$ cat src/rtl/step_phase_decoder_if.sv
// rtl/step_phase_decoder_if.sv - phase-line inputs and decoded outputs of step_phase_decoder
interface step_phase_decoder_if #(parameter int PW = 20);
  logic          A, B, C, D;
  logic          clr_fault;
  logic [1:0]    pos;
  logic          locked;
  logic          dir;
  logic          step_pulse;
  logic [15:0]   step_cnt;
  logic [PW-1:0] step_period;
  logic          stall;
  logic          fault;

  modport master (
    output A, B, C, D, clr_fault,
    input  pos, locked, dir, step_pulse, step_cnt, step_period, stall, fault
  );

  modport slave (
    input  A, B, C, D, clr_fault,
    output pos, locked, dir, step_pulse, step_cnt, step_period, stall, fault
  );
endinterface

$ cat src/rtl/step_phase_decoder.sv
// rtl/step_phase_decoder.sv - recovers rotor position, direction, count and period from chopped stepper phase lines
// STALL must not exceed 2^PW-1 since stall is judged on the saturating period counter.
module step_phase_decoder #(
  parameter int WIN   = 32768,
  parameter int STALL = 1048575,
  parameter int PW    = 20
) (
  input logic                 clk,
  input logic                 reset,
  step_phase_decoder_if.slave bus
);
  localparam int              AW         = (WIN > 2) ? $clog2(WIN) : 1;
  localparam logic [AW-1:0]   WIN_RELOAD = AW'(WIN - 1);
  localparam logic [PW-1:0]   PMAX       = '1;
  localparam logic [PW-1:0]   STALL_TH   = PW'(STALL);
  localparam logic [2:0]      CLS_HOLD   = 3'd4;
  localparam logic [2:0]      CLS_ILL    = 3'd5;

  typedef enum logic {IDLE, TRACK} state_t;

  logic [3:0]    sync1_q, sync2_q, act;
  logic [AW-1:0] act_cnt_q [4];
  logic [AW-1:0] act_cnt_d [4];
  logic [2:0]    cls_d, cls_q, cls1_q, cls2_q, cls3_q;
  logic          qual;

  state_t        state_q, state_d;
  logic [1:0]    pos_q, pos_d, delta;
  logic          locked_q, locked_d, dir_q, dir_d, pulse_q, pulse_d;
  logic [15:0]   cnt_q, cnt_d;
  logic [PW-1:0] period_q, period_d, pcnt_q, pcnt_d, pcnt_inc;
  logic          stall_q, stall_d, fault_q, fault_d, fault_new;

  // Bit 3 is phase A down to bit 0 for phase D.
  always_comb begin
    for (int i = 0; i < 4; i++) begin
      act_cnt_d[i] = sync2_q[i] ? WIN_RELOAD
                   : ((act_cnt_q[i] != '0) ? act_cnt_q[i] - 1'b1 : '0);
      act[i]       = sync2_q[i] | (act_cnt_q[i] != '0);
    end
  end

  always_comb begin
    cls_d = CLS_ILL;
    case (act)
      4'b1100: cls_d = 3'd0;
      4'b0110: cls_d = 3'd1;
      4'b0011: cls_d = 3'd2;
      4'b1001: cls_d = 3'd3;
      4'b0000, 4'b1000, 4'b0100, 4'b0010, 4'b0001: cls_d = CLS_HOLD;
      default: cls_d = CLS_ILL;
    endcase
  end

  assign qual     = (cls_q == cls1_q) && (cls1_q == cls2_q) && (cls2_q == cls3_q);
  assign delta    = cls_q[1:0] - pos_q;
  assign pcnt_inc = (pcnt_q == PMAX) ? PMAX : pcnt_q + 1'b1;

  always_comb begin
    state_d   = state_q;
    pos_d     = pos_q;
    locked_d  = locked_q;
    dir_d     = dir_q;
    cnt_d     = cnt_q;
    pulse_d   = 1'b0;
    period_d  = period_q;
    pcnt_d    = pcnt_q;
    fault_new = 1'b0;
    case (state_q)
      IDLE: begin
        if (qual && !cls_q[2]) begin
          pos_d    = cls_q[1:0];
          locked_d = 1'b1;
          pcnt_d   = '0;
          state_d  = TRACK;
        end
      end
      TRACK: begin
        pcnt_d = pcnt_inc;
        if (qual && cls_q == CLS_ILL) begin
          fault_new = 1'b1;
        end else if (qual && !cls_q[2]) begin
          case (delta)
            2'd1, 2'd3: begin
              pos_d    = cls_q[1:0];
              dir_d    = (delta == 2'd1);
              cnt_d    = (delta == 2'd1) ? cnt_q + 16'd1 : cnt_q - 16'd1;
              pulse_d  = 1'b1;
              period_d = pcnt_inc;
              pcnt_d   = '0;
            end
            2'd2: begin
              pos_d     = cls_q[1:0];
              fault_new = 1'b1;
              pcnt_d    = '0;
            end
            default: ;
          endcase
        end
      end
      default: state_d = IDLE;
    endcase
    fault_d = fault_new | (fault_q & ~bus.clr_fault);
    stall_d = (state_d == TRACK) && (pcnt_d >= STALL_TH);
  end

  always_ff @(posedge clk or negedge reset) begin
    if (!reset) begin
      sync1_q  <= '0;
      sync2_q  <= '0;
      for (int i = 0; i < 4; i++) act_cnt_q[i] <= '0;
      cls_q    <= CLS_HOLD;
      cls1_q   <= CLS_HOLD;
      cls2_q   <= CLS_HOLD;
      cls3_q   <= CLS_HOLD;
      state_q  <= IDLE;
      pos_q    <= '0;
      locked_q <= 1'b0;
      dir_q    <= 1'b0;
      cnt_q    <= '0;
      pulse_q  <= 1'b0;
      period_q <= '0;
      pcnt_q   <= '0;
      stall_q  <= 1'b0;
      fault_q  <= 1'b0;
    end else begin
      sync1_q  <= {bus.A, bus.B, bus.C, bus.D};
      sync2_q  <= sync1_q;
      for (int i = 0; i < 4; i++) act_cnt_q[i] <= act_cnt_d[i];
      cls_q    <= cls_d;
      cls1_q   <= cls_q;
      cls2_q   <= cls1_q;
      cls3_q   <= cls2_q;
      state_q  <= state_d;
      pos_q    <= pos_d;
      locked_q <= locked_d;
      dir_q    <= dir_d;
      cnt_q    <= cnt_d;
      pulse_q  <= pulse_d;
      period_q <= period_d;
      pcnt_q   <= pcnt_d;
      stall_q  <= stall_d;
      fault_q  <= fault_d;
    end
  end

  assign bus.pos         = pos_q;
  assign bus.locked      = locked_q;
  assign bus.dir         = dir_q;
  assign bus.step_pulse  = pulse_q;
  assign bus.step_cnt    = cnt_q;
  assign bus.step_period = period_q;
  assign bus.stall       = stall_q;
  assign bus.fault       = fault_q;
endmodule

$ cat src/flat_wrapper.sv
// flat-port wrapper written by rule: the top's interface ports become plain ports
module step_phase_decoder_flat 
#(
  parameter int WIN   = 32768,
  parameter int STALL = 1048575,
  parameter int PW    = 20
)
  (clk, reset, bus_A, bus_B, bus_C, bus_D, bus_clr_fault, bus_pos, bus_locked, bus_dir, bus_step_pulse, bus_step_cnt, bus_step_period, bus_stall, bus_fault);
  step_phase_decoder_if #(.PW(PW)) bus_i ();
  input logic clk;
  input logic reset;
  input wire logic [$bits(bus_i.A)-1:0] bus_A;
  input wire logic [$bits(bus_i.B)-1:0] bus_B;
  input wire logic [$bits(bus_i.C)-1:0] bus_C;
  input wire logic [$bits(bus_i.D)-1:0] bus_D;
  input wire logic [$bits(bus_i.clr_fault)-1:0] bus_clr_fault;
  output wire logic [$bits(bus_i.pos)-1:0] bus_pos;
  output wire logic [$bits(bus_i.locked)-1:0] bus_locked;
  output wire logic [$bits(bus_i.dir)-1:0] bus_dir;
  output wire logic [$bits(bus_i.step_pulse)-1:0] bus_step_pulse;
  output wire logic [$bits(bus_i.step_cnt)-1:0] bus_step_cnt;
  output wire logic [$bits(bus_i.step_period)-1:0] bus_step_period;
  output wire logic [$bits(bus_i.stall)-1:0] bus_stall;
  output wire logic [$bits(bus_i.fault)-1:0] bus_fault;
  assign bus_i.A = bus_A;
  assign bus_i.B = bus_B;
  assign bus_i.C = bus_C;
  assign bus_i.D = bus_D;
  assign bus_i.clr_fault = bus_clr_fault;
  assign bus_pos = bus_i.pos;
  assign bus_locked = bus_i.locked;
  assign bus_dir = bus_i.dir;
  assign bus_step_pulse = bus_i.step_pulse;
  assign bus_step_cnt = bus_i.step_cnt;
  assign bus_step_period = bus_i.step_period;
  assign bus_stall = bus_i.stall;
  assign bus_fault = bus_i.fault;
  step_phase_decoder #(.WIN(WIN), .STALL(STALL), .PW(PW)) u_core (.clk(clk), .reset(reset), .bus(bus_i));
endmodule
$ cat config.mk
export PLATFORM = sky130hd
export DESIGN_NAME = step_phase_decoder_flat
export DESIGN_NICKNAME = d
export VERILOG_FILES = /design/src/rtl/step_phase_decoder_if.sv /design/src/rtl/step_phase_decoder.sv /design/src/flat_wrapper.sv
export SDC_FILE = /design/constraint.sdc
export NUM_CORES = 1
export LEC_CHECK = 0
export CAP_MARGIN = 20
export CORE_MARGIN = 10
export CORE_UTILIZATION = 59
export DETAILED_ROUTE_END_ITERATION = 16
export GPL_TIMING_DRIVEN = 0
export PLACE_DENSITY_LB_ADDON = 0.25
export SLEW_MARGIN = 40
export SYNTH_ARGS = -nofsm -noshare
export SYNTH_HDL_FRONTEND = slang
export SYNTH_SLANG_ARGS = --single-unit
export TNS_END_PERCENT = 20
$ cat constraint.sdc
create_clock -name clk -period 5.2 [get_ports clk]
set_input_delay 1.04 -clock clk [delete_from_list [all_inputs] [get_ports clk]]
set_output_delay 1.04 -clock clk [all_outputs]
set_load 0.005 [all_outputs]
### Word-level counts from Yosys, hierarchy flattened

Memory sizes are Yosys's and may differ from the RTL's. A register that Yosys moved wholly into a read port is not among the register bits.
Index checks and enable logic that the tools add are counted.

| storage, ports and cells | value |
|---|---|
| flip-flop bits (word level) | 141 |
| latch bits | 0 |
| RAM bits | 0 |
| bits in read-only memories | 48 |
| output and inout port bits | 43 |
| logic and storage cells | 96 |
| memories kept | 1 |

| cells by class | value |
|---|---|
| add/subtract/negate cells | 8 |
| multipliers | 0 |
| divide/modulo/power cells | 0 |
| order comparisons | 1 |
| eq/ne operators | 12 |
| shift operators | 0 |
| multiplexer cells | 30 |
| bitwise operators | 9 |
| reduce and logical (&&, ||, !) cells | 16 |

Memories:

| memory | depth | width | rd ports | clocked after memory_dff | wr ports | RTL line | text |
|---|---|---|---|---|---|---|---|
| (no name shown) | 16 | 3 | 1 | 1 | 0 | step_phase_decoder.sv:45 | `case (act)` |

Operators by type and width:

| cell | number |
|---|---|
| $mux 15 | 8 |
| $mux 20 | 5 |
| $reduce_bool 15->1 | 4 |
| $sub 15x1->15 const B | 4 |
| $pmux 20 s2 | 1 |
| $add 20x1->20 const B | 1 |
| $eq 20x20->1 const B | 1 |
| $ge 20x20->1 const B | 1 |
| $add 16x1->16 const B | 1 |
| $mux 16 | 1 |
| $sub 16x1->16 const B | 1 |
| $mux 1 | 10 |
| $eq 3x3->1 | 3 |
| $mux 2 | 4 |
| $reduce_and 4->1 | 2 |
| $ne 2x2->1 const B | 3 |
| $logic_and 1x1->1 | 5 |
| $or 1x1->1 | 5 |
| $eq 2x2->1 const B | 2 |
| $pmux 2 s2 | 1 |
| $eq 3x3->1 const B | 1 |
| $not 1->1 | 3 |
| $reduce_or 3->1 | 1 |
| $eq 2x1->1 const B | 1 |
| other kinds (6) | 7 |

### Depth between registers and ports, before layout

| logic depth | value |
|---|---|
| word-level depth | 9 |
| depth in mapped cells | 15 |

### Least setup slack after synthesis

No wires, ideal clock.

| path | value |
|---|---|
| kind | register -> register |
| start | register u_core.cls_q[0] |
| end | register u_core.cnt_q[15], in the netlist u_core.bus.step_cnt[15] |
| arrival | 3.587 ns |
| slack | 1.534 ns |
| cell stages (with the launch flop) | 16 |
| buffers on the path | 0 |
| period minus slack after synthesis | 3.666 ns |
| cells stage by stage | dfrtp_1 inv_1 ha_1 xnor2_1 xnor2_1 nor2_1 inv_1 ha_1 a211oi_1 o21ai_0 a2111oi_0 nor3_1 o41ai_1 nand3_1 o211ai_1 xor2_1 |

| on the way | value |
|---|---|
| word-level cells in the longest chain between the ends | 6 |

RTL lines:

| element | RTL line | text |
|---|---|---|
| start, declared | step_phase_decoder.sv:24 | `logic [2:0] cls_d, cls_q, cls1_q, cls2_q, cls3_q;` |
| branches (longest 6 deep; another with $sub 2x2->2) | - |  |
| end signal, assigned | step_phase_decoder.sv:138 | `cnt_q <= cnt_d;` |
| end, declared | step_phase_decoder.sv:30 | `logic [15:0] cnt_q, cnt_d;` |

Parallel ways; which one is timed is not known.
A chain may end at the register's enable or synchronous reset.

### Worst setup path after layout

Same ends and word-level chain as after synthesis.

==> results by group <==
Route
  – Total number of vias: 5841
  – Vias per cell: 5.90
  – Routed wire per std cell: 16.7 um
  – Antenna violation net count after detailed routing: 0
  – Remaining routing DRC violations: 0
  – Initial DRC Count: 659
  – Total wire length: 16.6 mm
  – TritonRoute pass-1 iters: 6

Setup path
  – WP data arrival: 4960 ps
  – CP max FO: 16
  – Worst path bufs/invs: 2
  – Critical Path Sink Type: flip-flop
  – Critical Path RT: 5550 ps
  – Delay-heaviest family, CP: compound AO/OA/AOI/OAI gates
  – Reg2Reg Depth: 15
  – Crit-path cells: inv_1 -> ha_1 -> xnor2_1 -> xnor2_1 -> nor2_1 -> inv_1 -> ha_1 -> a211oi_1 -> o21ai_0 -> a2111oi_0 -> nor3_1 -> o41ai_1 -> nand3_1 -> o211ai_1 -> xor2_1
  – CP max stage delay: 660 ps
  – Startpoint types: flip-flop
  – Crit Path Class: flip-flop to flip-flop
  – Crit path max-delay cell type: o41ai_1
  – Stages on worst setup path: 15

CTS
  – CTS tree: yes
  – Root Buffer Master: clkbuf_16
  – Worst-path clk slew: 60 ps
  – CTS resizes: 0
  – Post-CTS Setup Bufs: 0
  – Max Buffers Root-to-Sink: 2
  – Clock Latency Late Sink: 430 ps
  – CTS Buf Count: 17
  – Clock sink count: 144
  – CTS H-tree depth: 4
  – Hold buffer count at CTS: 0

Timing
  – Worst clock skew: 6.87 ps
  – Hold Fails Final Rpt: 0
  – Slew at the pin closest to its max-slew limit: 779 ps
  – RSZ-0062 raised after global routing: false
  – Setup Total Neg Slack: 0 ps
  – Tcrit/Tclk final: 88.8%
  – Fin crit period: 4620 ps
  – Fmax: 217 MHz
  – Max-slew violations: 0
  – Setup violators final: 0
  – Relative slew margins: 47.3%
  – Worst hold margin: 347 ps

Yosys
  – Mapped cell area: 7310 um^2
  – Ys flop type: dfrtp_1
  – Leading area contributor after synthesis: dfrtp_1
  – Post-synth EDFFs: 0
  – Synth Area per Inst: 9.89 um^2
  – Most frequent cell after synthesis: dfrtp_1
  – Ranking of synthesized cells by area: dfrtp_1 48%, o21ai_0 4.4%, xor2_1 3.8%
  – Synth cell count leaders: 140 x dfrtp_1, 73 x nand2_1, 70 x nor2_1
  – Seq/Total Area, Yosys: 49.3%
  – Synth Instances: 739
  – Synth unique cells: 69
  – FF+latch count, synth: 144
  – Syn_nets: 767
  – Share of the synthesized area in the top cell type: 47.9%
  – YS warnings: 0
  – Async SR Flop Fraction: 100%

Die
  – Starting density of the core: 60.6%
  – Die area: 17200 um^2
  – Die Width: 131 um
  – IO Count: 50
  – Die Y: 131 um
  – Rows: 40
  – Core footprint: 12100 um^2

GRT
  – Grt ovf: 0
  – GRT Util Overall: 19.5%
  – First-pass GRT wire length: 28.5 mm
  – Initial antenna violation count: 0
  – Largest net degree at the start of global routing: 55
  – Vias in the first global route: 5885

Placed design
  – HPWL Detailed: 11.5 mm
  – Final RePlAce weighted congestion: 0.890
  – PortBufs: 49

Final layout
  – Final Net Count: 837
  – Final core occ: 72.5%
  – Fillcell total: 864
  – Layout area overhead: 19.6%
  – Layout cells sized above 1: 8.27%
  – Ant. Diodes: 0

Power and ir drop
  – Tot Pwr: 0.00259 W
  – P_leak: 3.53 nW
  – Pwr/cell area: 296 nW/um^2
  – VDD IR max: 0.000339 V

Worst hold path
  – Hold depth: 0
  – Worst Hold Class: flip-flop to flip-flop

Run status
  – Outcome: finished, final reports clean

Job
  – Max-cap check violation count: 0
==> path summary, 6_finish.rpt <==
kind / startpoint / end / slack [ps]
worst min-delay path: u_core.sync1_q[2]$_DFF_PN0_ / u_core.sync2_q[2]$_DFF_PN0_ / 350
worst min register to register: u_core.sync1_q[2]$_DFF_PN0_ / u_core.sync2_q[2]$_DFF_PN0_ / 350
max in group asynchronous: reset / u_core.cls_q[2]$_DFF_PN1_ / 4110
worst max-delay path: u_core.cls_q[0]$_DFF_PN0_ / u_core.bus.step_cnt[15]$_DFFE_PN0P_ / 580
worst max register to register: u_core.cls_q[0]$_DFF_PN0_ / u_core.bus.step_cnt[15]$_DFFE_PN0P_ / 580
min in group asynchronous: reset / u_core.bus.step_cnt[6]$_DFFE_PN0P_ / 480
==> power by group <==
| group | switching [W] | internal (W) | total, W |
|---|---|---|---|
| registers | 0.00000826 | 0.00113 | 0.00114 |
| clock network | 0.000465 | 0.000924 | 0.00139 |
| logic | 0.0000376 | 0.0000214 | 0.0000591 |
==> layer usage <==
metal / global-route usage [%] / vias up / wire length, um / part of all wire [%]
met4: 8.16 / 0 / 347 / 2.1
met5: 0 / - / 0 / 0
li1: - / 2759 / - / -
met2: 32.9 / 190 / 8330 / 50
met1: 23.8 / 2853 / 7060 / 43
met3: 4.12 / 39 / 839 / 5.1
==> final cells by class <==
| class | count | area, um^2 | share of cell area [%] |
|---|---|---|---|
| Buffer | 29 | 154 | 1.76 |
| Clock buffer | 22 | 464 | 5.31 |
| Clock inverter | 10 | 208 | 2.38 |
| Inverter | 27 | 101 | 1.16 |
| Multi-Input combinational cell | 539 | 3450 | 39.4 |
| Sequential cell | 144 | 3610 | 41.3 |
| Tap cell | 168 | 210 | 2.40 |
| Timing Repair Buffer | 51 | 551 | 6.30 |
==> metrics by stage <==
step,setup slack (ps),std cells,area [um^2]
4_1_cts,671,990,8740
6_report,582,990,8740
3_3_place_gp,-2390,956,8010
3_5_place_dp,707,958,8070
2_1_floorplan,1530,739,7310
5_1_grt,116,990,8740
==> sequential cells by signal, summed over array words and instances, names as in the netlist <==
signal,flops
u_core.act_cnt_q,60
u_core.cls2_q,3
u_core.bus.fault,1
u_core.bus.stall,1
u_core.bus.dir,1
u_core.cls_q,3
u_core.sync2_q,4
u_core.sync1_q,4
u_core.cls3_q,3
u_core.cls1_q,3
u_core.pcnt_q,20
u_core.bus.pos,2
u_core.bus.step_pulse,1
u_core.bus.locked,1
u_core.state_q,1
u_core.bus.step_period,20
u_core.bus.step_cnt,16
==> logic make-up (layout without fill, tap and decap cells) <==
group	Yosys count	after routing	synth area share [%]
muxes	5	5	0.804
adders and majority gates	21	21	3.70
buffers and inverters	56	139	3.49
and+or+nand+nor	265	265	18.4
DFF	144	144	49.3
AOI/OAI and AO/OA	185	185	16.5
xor gates and xnor gates	63	63	7.73
==> cell usage in the layout (no fill, tap or decap), types with 5 or more instances in the layout <==
cell / netlist / layout
a31oi_1: 13 / 13
xnor2_1: 30 / 30
nor2_1: 70 / 70
and2_1: 5 / 5
xor2_1: 32 / 32
nand4_1: 11 / 11
dfrtp_1: 140 / 140
a21oi_1: 20 / 20
nor3_1: 28 / 28
clkbuf_1: 22 / 25
nor4_1: 8 / 8
bufinv_16: 0 / 6
buf_6: 6 / 6
clkdlybuf4s50_1: 0 / 48
nand2b_1: 5 / 5
inv_1: 26 / 26
a21o_1: 20 / 20
o211ai_1: 5 / 5
o21ai_0: 64 / 64
or3_1: 8 / 8
o21bai_1: 28 / 28
or4_1: 10 / 10
nand2_1: 73 / 73
clkbuf_16: 0 / 17
nand3_1: 16 / 16
ha_1: 20 / 20
Power figures use the tool's default switching activity.
